File: src/rtl/lift_group_dispatcher.sv
// Two-car hall-call dispatcher: latches landing calls, assigns each to the cheaper car, clears on service.
// Build option DISPATCH_STATS_EN adds saturating per-car assignment counters.
module lift_group_dispatcher #(
   parameter int N_FLOORS = 12,
   parameter int FLR_W    = 4
) (
   input  logic                clk,
   input  logic                reset,
   input  logic [N_FLOORS-1:0] hall_up_rqst,
   input  logic [N_FLOORS-1:0] hall_dn_rqst,
   input  logic [1:0]          car_enable,
   input  logic [FLR_W-1:0]    car0_floor,
   input  logic [FLR_W-1:0]    car1_floor,
   input  logic                car0_direction,
   input  logic                car1_direction,
   input  logic                car0_motion,
   input  logic                car1_motion,
   input  logic                car0_door_open,
   input  logic                car1_door_open,
   output logic [N_FLOORS-1:0] car0_up_assign,
   output logic [N_FLOORS-1:0] car0_dn_assign,
   output logic [N_FLOORS-1:0] car1_up_assign,
   output logic [N_FLOORS-1:0] car1_dn_assign,
`ifdef DISPATCH_STATS_EN
   output logic [15:0]         car0_assign_cnt,
   output logic [15:0]         car1_assign_cnt,
`endif
   output logic [N_FLOORS-1:0] hall_up_pending,
   output logic [N_FLOORS-1:0] hall_dn_pending
);
   localparam int                IDX_W    = $clog2(2*N_FLOORS);
   localparam int                CW       = FLR_W + 2;
   localparam logic [IDX_W-1:0]  LAST_IDX = IDX_W'(2*N_FLOORS-1);
   localparam logic [IDX_W-1:0]  DN_BASE  = IDX_W'(N_FLOORS);
   localparam logic [N_FLOORS-1:0] UP_OK  = {1'b0, {(N_FLOORS-1){1'b1}}};
   localparam logic [N_FLOORS-1:0] DN_OK  = {{(N_FLOORS-1){1'b1}}, 1'b0};

   typedef enum logic [1:0] {IDLE, SCAN, RELEASE} state_t;

   state_t              state_q, state_d;
   logic [N_FLOORS-1:0] pend_up_q, pend_up_d, pend_dn_q, pend_dn_d;
   logic [N_FLOORS-1:0] a0_up_q, a0_up_d, a0_dn_q, a0_dn_d;
   logic [N_FLOORS-1:0] a1_up_q, a1_up_d, a1_dn_q, a1_dn_d;
   logic [IDX_W-1:0]    idx_q, idx_d;
   logic                rr_q, rr_d;
   logic [1:0]          en_q, en_d;

   logic [N_FLOORS-1:0] free_up, free_dn, sup_up, sup_dn;
   logic [N_FLOORS-1:0] srv0_up, srv0_dn, srv1_up, srv1_dn;
   logic                fall, any_free, scan_act, call_dn, call_free, give0, give1;
   logic [IDX_W-1:0]    idx_off;
   logic [FLR_W-1:0]    call_flr;
   logic [CW-1:0]       cost0, cost1;

   function automatic logic [N_FLOORS-1:0] flr_hot(input logic [FLR_W-1:0] f);
      return {{(N_FLOORS-1){1'b0}}, 1'b1} << f;
   endfunction

   // Moving cars pay a full-shaft penalty when heading away from the call or against its direction.
   function automatic logic [CW-1:0] call_cost(input logic [FLR_W-1:0] cf, input logic cdir,
                                               input logic cmov, input logic [FLR_W-1:0] f,
                                               input logic up);
      logic [CW-1:0] c;
      logic          away;
      c    = (f >= cf) ? CW'(f - cf) : CW'(cf - f);
      away = cdir ? (f < cf) : (f > cf);
      if (cmov && (away || (cdir != up))) c = c + CW'(N_FLOORS);
      return c;
   endfunction

   always_comb begin
      fall     = |(en_q & ~car_enable);
      free_up  = pend_up_q & ~(a0_up_q | a1_up_q);
      free_dn  = pend_dn_q & ~(a0_dn_q | a1_dn_q);
      any_free = |{free_up, free_dn};
      scan_act = !fall && ((state_q == SCAN) || (state_q == IDLE && any_free));

      sup_up = '0;
      sup_dn = '0;
      if (car_enable[0] && car0_door_open) begin
         if (car0_direction) sup_up = sup_up | flr_hot(car0_floor);
         else                sup_dn = sup_dn | flr_hot(car0_floor);
      end
      if (car_enable[1] && car1_door_open) begin
         if (car1_direction) sup_up = sup_up | flr_hot(car1_floor);
         else                sup_dn = sup_dn | flr_hot(car1_floor);
      end
      srv0_up = car0_door_open ? (flr_hot(car0_floor) & a0_up_q) : '0;
      srv0_dn = car0_door_open ? (flr_hot(car0_floor) & a0_dn_q) : '0;
      srv1_up = car1_door_open ? (flr_hot(car1_floor) & a1_up_q) : '0;
      srv1_dn = car1_door_open ? (flr_hot(car1_floor) & a1_dn_q) : '0;

      call_dn   = idx_q >= DN_BASE;
      idx_off   = call_dn ? (idx_q - DN_BASE) : idx_q;
      call_flr  = FLR_W'(idx_off);
      call_free = call_dn ? free_dn[call_flr] : free_up[call_flr];
      cost0     = call_cost(car0_floor, car0_direction, car0_motion, call_flr, ~call_dn);
      cost1     = call_cost(car1_floor, car1_direction, car1_motion, call_flr, ~call_dn);

      give0 = 1'b0;
      give1 = 1'b0;
      rr_d  = rr_q;
      if (scan_act && call_free) begin
         if (car_enable == 2'b11) begin
            if (cost0 < cost1)      give0 = 1'b1;
            else if (cost1 < cost0) give1 = 1'b1;
            else begin
               give0 = ~rr_q;
               give1 = rr_q;
               rr_d  = ~rr_q;
            end
         end else begin
            give0 = car_enable[0];
            give1 = car_enable[1];
         end
      end

      pend_up_d = (pend_up_q | (hall_up_rqst & UP_OK & ~sup_up)) & ~(srv0_up | srv1_up);
      pend_dn_d = (pend_dn_q | (hall_dn_rqst & DN_OK & ~sup_dn)) & ~(srv0_dn | srv1_dn);
      a0_up_d   = a0_up_q & ~srv0_up;
      a0_dn_d   = a0_dn_q & ~srv0_dn;
      a1_up_d   = a1_up_q & ~srv1_up;
      a1_dn_d   = a1_dn_q & ~srv1_dn;
      if (give0) begin
         if (call_dn) a0_dn_d[call_flr] = 1'b1;
         else         a0_up_d[call_flr] = 1'b1;
      end
      if (give1) begin
         if (call_dn) a1_dn_d[call_flr] = 1'b1;
         else         a1_up_d[call_flr] = 1'b1;
      end
      // An out-of-service car drops everything; pending calls stay lit and are re-dispatched.
      if (!car_enable[0]) begin
         a0_up_d = '0;
         a0_dn_d = '0;
      end
      if (!car_enable[1]) begin
         a1_up_d = '0;
         a1_dn_d = '0;
      end

      idx_d = idx_q;
      if (scan_act) idx_d = (idx_q == LAST_IDX) ? '0 : idx_q + IDX_W'(1);
      en_d = car_enable;

      state_d = state_q;
      unique case (state_q)
         IDLE:    if (fall) state_d = RELEASE; else if (any_free)  state_d = SCAN;
         SCAN:    if (fall) state_d = RELEASE; else if (!any_free) state_d = IDLE;
         RELEASE: state_d = SCAN;
         default: state_d = IDLE;
      endcase
   end

   always_ff @(posedge clk or negedge reset) begin
      if (!reset) begin
         state_q   <= IDLE;
         pend_up_q <= '0;
         pend_dn_q <= '0;
         a0_up_q   <= '0;
         a0_dn_q   <= '0;
         a1_up_q   <= '0;
         a1_dn_q   <= '0;
         idx_q     <= '0;
         rr_q      <= 1'b0;
         en_q      <= '0;
      end else begin
         state_q   <= state_d;
         pend_up_q <= pend_up_d;
         pend_dn_q <= pend_dn_d;
         a0_up_q   <= a0_up_d;
         a0_dn_q   <= a0_dn_d;
         a1_up_q   <= a1_up_d;
         a1_dn_q   <= a1_dn_d;
         idx_q     <= idx_d;
         rr_q      <= rr_d;
         en_q      <= en_d;
      end
   end

   assign car0_up_assign  = a0_up_q;
   assign car0_dn_assign  = a0_dn_q;
   assign car1_up_assign  = a1_up_q;
   assign car1_dn_assign  = a1_dn_q;
   assign hall_up_pending = pend_up_q;
   assign hall_dn_pending = pend_dn_q;

`ifdef DISPATCH_STATS_EN
   logic [15:0] cnt0_q, cnt0_d, cnt1_q, cnt1_d;

   always_comb begin
      cnt0_d = cnt0_q;
      cnt1_d = cnt1_q;
      if (give0 && cnt0_q != 16'hFFFF) cnt0_d = cnt0_q + 16'd1;
      if (give1 && cnt1_q != 16'hFFFF) cnt1_d = cnt1_q + 16'd1;
   end

   always_ff @(posedge clk or negedge reset) begin
      if (!reset) begin
         cnt0_q <= '0;
         cnt1_q <= '0;
      end else begin
         cnt0_q <= cnt0_d;
         cnt1_q <= cnt1_d;
      end
   end

   assign car0_assign_cnt = cnt0_q;
   assign car1_assign_cnt = cnt1_q;
`else
   // Statistics build option off: assignments are not counted.
`endif
endmodule

File: config.mk
export PLATFORM = sky130hd
export DESIGN_NAME = lift_group_dispatcher
export DESIGN_NICKNAME = d
export VERILOG_FILES = /design/src/rtl/lift_group_dispatcher.sv
export SDC_FILE = /design/constraint.sdc
export NUM_CORES = 1
export LEC_CHECK = 0
export CAP_MARGIN = 20
export CORE_AREA = 2 2 110 112
export CTS_CLUSTER_SIZE = 28
export DETAILED_ROUTE_END_ITERATION = 8
export DIE_AREA = 0 0 112 114
export DONT_BUFFER_PORTS = 1
export PLACE_DENSITY_LB_ADDON = 0.3
export SYNTH_ARGS = -nofsm -noshare
export SYNTH_HDL_FRONTEND = slang
export SYNTH_SLANG_ARGS = --single-unit
File: constraint.sdc
create_clock -name clk -period 6.8 [get_ports clk]
set_clock_uncertainty 0.2 [all_clocks]
set_input_delay 0.34 -clock clk [delete_from_list [all_inputs] [get_ports clk]]
set_output_delay 0.34 -clock clk [all_outputs]
set_load 0.02 [all_outputs]
==> metrics <==
PnR worst setup slack=0.552 ns; CP Capture Type=register; pwr/cell area=464 nW/µm²; HP Class=primary input to register; Synth Flop Type=dfrtp_1; CP startpoint kind=register; hpwl dp=14000 µm; nets@finish=710; die height=114 µm; Yosys cell types=59; CTS Sinks=82; input/output buffers=0; setup TNS=0 ns; Final GP Congestion=0.957; filler instances=1105; DRT Pass-1 Iters=5; asr flop ratio synth=100%; Worst Min Path Start=hall_dn_rqst[7]; global route total overflow=0; worst r2r src=idx_q[2]; maximum operating frequency=160 MHz; slew margin rel.=15.4%; Tightest Pin Transition=1.26 ns; Yosys top cell area share=36.5%; post-synthesis cell count=624; drt via density=6.85; hold path cells=2; Final Hold Fails=0; CTS resizes=0; Crit Path Max Fanout=14; Synth area leader=dfrtp_1; Starting DRT DRC Count=698; post-route ant nets=0; Post-Syn Area=5620 µm²; count leader, synth=dfrtp_1; syn_nets=700; worst-skew pair later-pin latency=0.35 ns; core area=11700 µm²; top post-synthesis cells by area=dfrtp_1 37%, ha_1 6.7%, nand2_1 5.1%; drt drc=0; Die W=112 µm; WL final=19600 µm; Synth top cells by count=82 x dfrtp_1, 77 x nand2_1, 48 x nand3_1; Row Count=40; vias=5381; Area Growth Syn to Fin=11.5%; Final min period=6.25 ns; Root Driver=clkbuf_16; Yosys reg bits=82; All-Layer GR Usage=31.1%; vias in the first global route=5314; # IOs=114; critical path launch point=idx_q[2]; Ant. Diodes=0; r2r worst-path depth=20; Max-Cap Viols=0; peak supply drop=279 µV; layout cells sized above 1=7.98%; Clock Tree Buf Depth=2; first-pass GRT wire length=30300 µm; CTS tree=done; fin. max-slew vios=0; Seq/Total Area, Yosys=36.5%; number of CTS-inserted buffers=9; starting density of the core=48.0%; Clock Pin Slew Worst Setup and Hold Paths=0.06 ns; RSZ-0062 raised after global routing=no; dpl cells=748; initial antenna violation count=0; status=completed; WS Path Type=register to register; YS warnings=0; post-place setup slack=0.734 ns; Worst EP arrival=6.33 ns; largest net degree at the start of global routing=83; Post-synth EDFFs=0; Pleak=2.46 nW; final std cells w/o fill=786; CP required=6.89 ns; Avg Inst Size Synth=9.01 µm²; Final setup viols=0; Final Cycle Share=91.9%; WL per Instance=24.9 µm; H-tree levels=3; Die ar.=12800 µm²
==> cells by family after synthesis <==
group	Yosys count	share of synthesized area (%)
xor+xnor	9	1.40
mux	16	4.12
fa+ha+maj	34	8.11
simple gates	266	25.1
flops	82	36.5
compound gates	161	20.6
buf+inv	56	4.19
==> routing by layer <==
| layer | wire, µm | track usage (%) |
|---|---|---|
| met3 | 2480 | 10.9 |
| met2 | 8900 | 48.3 |
| met1 | 7440 | 40.6 |
| met5 | 0 | 0 |
| met4 | 747 | 11.1 |
==> report_power, final <==
group | internal [W] | switching, W
sequential | 0.000532 | 0.0000999
combinational | 0.000707 | 0.00104
clock | 0.000322 | 0.000209
total | 0.00156 | 0.00135
==> through the flow <==
stage	area (µm²)	hold WS [ns]	utilization (%)	total power [W]
finish	6270	0.00990	53.5	0.00291
global route	6270	0.00965	53.5	0.00312
CTS	6260	0.00157	53.5	0.00289
detailed placement	5710	-0.155	48.8	0.00233
global placement	5710	-0.154	48.8	0.00228
floorplan	5620	-0.156	-	0.00192
==> worst paths after layout <==
| check | to | slack (ns) |
|---|---|---|
| min | hall_dn_pending[7] | 0.01 |
| max in group asynchronous | idx_q[2] | 5.73 |
| max reg2reg | car1_dn_assign[0] | 0.55 |
| max | car1_dn_assign[0] | 0.55 |
| min reg2reg | state_q[0] | 0.26 |
| min in group asynchronous | hall_up_pending[8] | 0.34 |
==> layout by cell type, fill, tap and decap left out, types with 4 or more instances in the layout <==
| cell type | count |
|---|---|
| a21o_1 | 6 |
| a21oi_1 | 26 |
| a221oi_1 | 24 |
| a22oi_1 | 17 |
| a31oi_1 | 6 |
| a32o_1 | 8 |
| and2_1 | 20 |
| and3_1 | 10 |
| and4_1 | 5 |
| buf_4 | 7 |
| clkbuf_16 | 9 |
| dfrtp_1 | 82 |
| dlygate4sd3_1 | 20 |
| fa_1 | 4 |
| ha_1 | 30 |
| inv_1 | 26 |
| mux2i_1 | 7 |
| mux4_2 | 5 |
| nand2_1 | 77 |
| nand2b_1 | 6 |
| nand3_1 | 48 |
| nand4_1 | 14 |
| nor2_1 | 25 |
| nor2b_1 | 6 |
| nor3_1 | 14 |
| nor3b_1 | 28 |
| nor4_1 | 6 |
| o21ai_0 | 36 |
| o21ai_2 | 10 |
| o31ai_1 | 4 |
| xnor2_1 | 8 |
==> repair_timing <==
item                                    CTS  global route
hold endpoints to repair                149             0
setup buffers                             0             0
endpoints found under the setup margin    0             0
hold buffers                             21             0
==> registers in the layout (all words and copies together), names as in the netlist <==
register and cells:
car1_up_assign 12, car0_dn_assign 12, rr_q 1, hall_up_pending 12, idx_q 5, hall_dn_pending 12
car0_up_assign 12, car1_dn_assign 12, state_q 2, en_q 2
==> final cells by class <==
class	instances	area [µm²]	share of cell area, %
tap	147	184	2.93
timing repair buffer	28	280	4.47
sequential	82	2050	32.7
multi-input combinational	486	3330	53.2
clock buffer	10	229	3.65
clock inverter	6	88.8	1.42
inverter	27	101	1.62
==> critical path, stage by stage, from the launching register on <==
cell	delay, ns
dfrtp_1	0.52
ha_1	0.34
a21oi_4	0.21
or2b_1	0.24
a21oi_1	0.32
ha_1	0.37
nor2_1	0.20
a211o_1	0.24
mux2i_1	0.30
xnor2_1	0.24
inv_1	0.08
ha_1	0.27
mux2_2	0.27
ha_1	0.29
a21o_1	0.16
a21o_1	0.16
a221oi_1	0.42
o21a_1	0.26
nand2b_1	0.26
nor3b_1	0.61
a32o_1	0.22
Note: power is estimated with default switching activity, not from simulation.
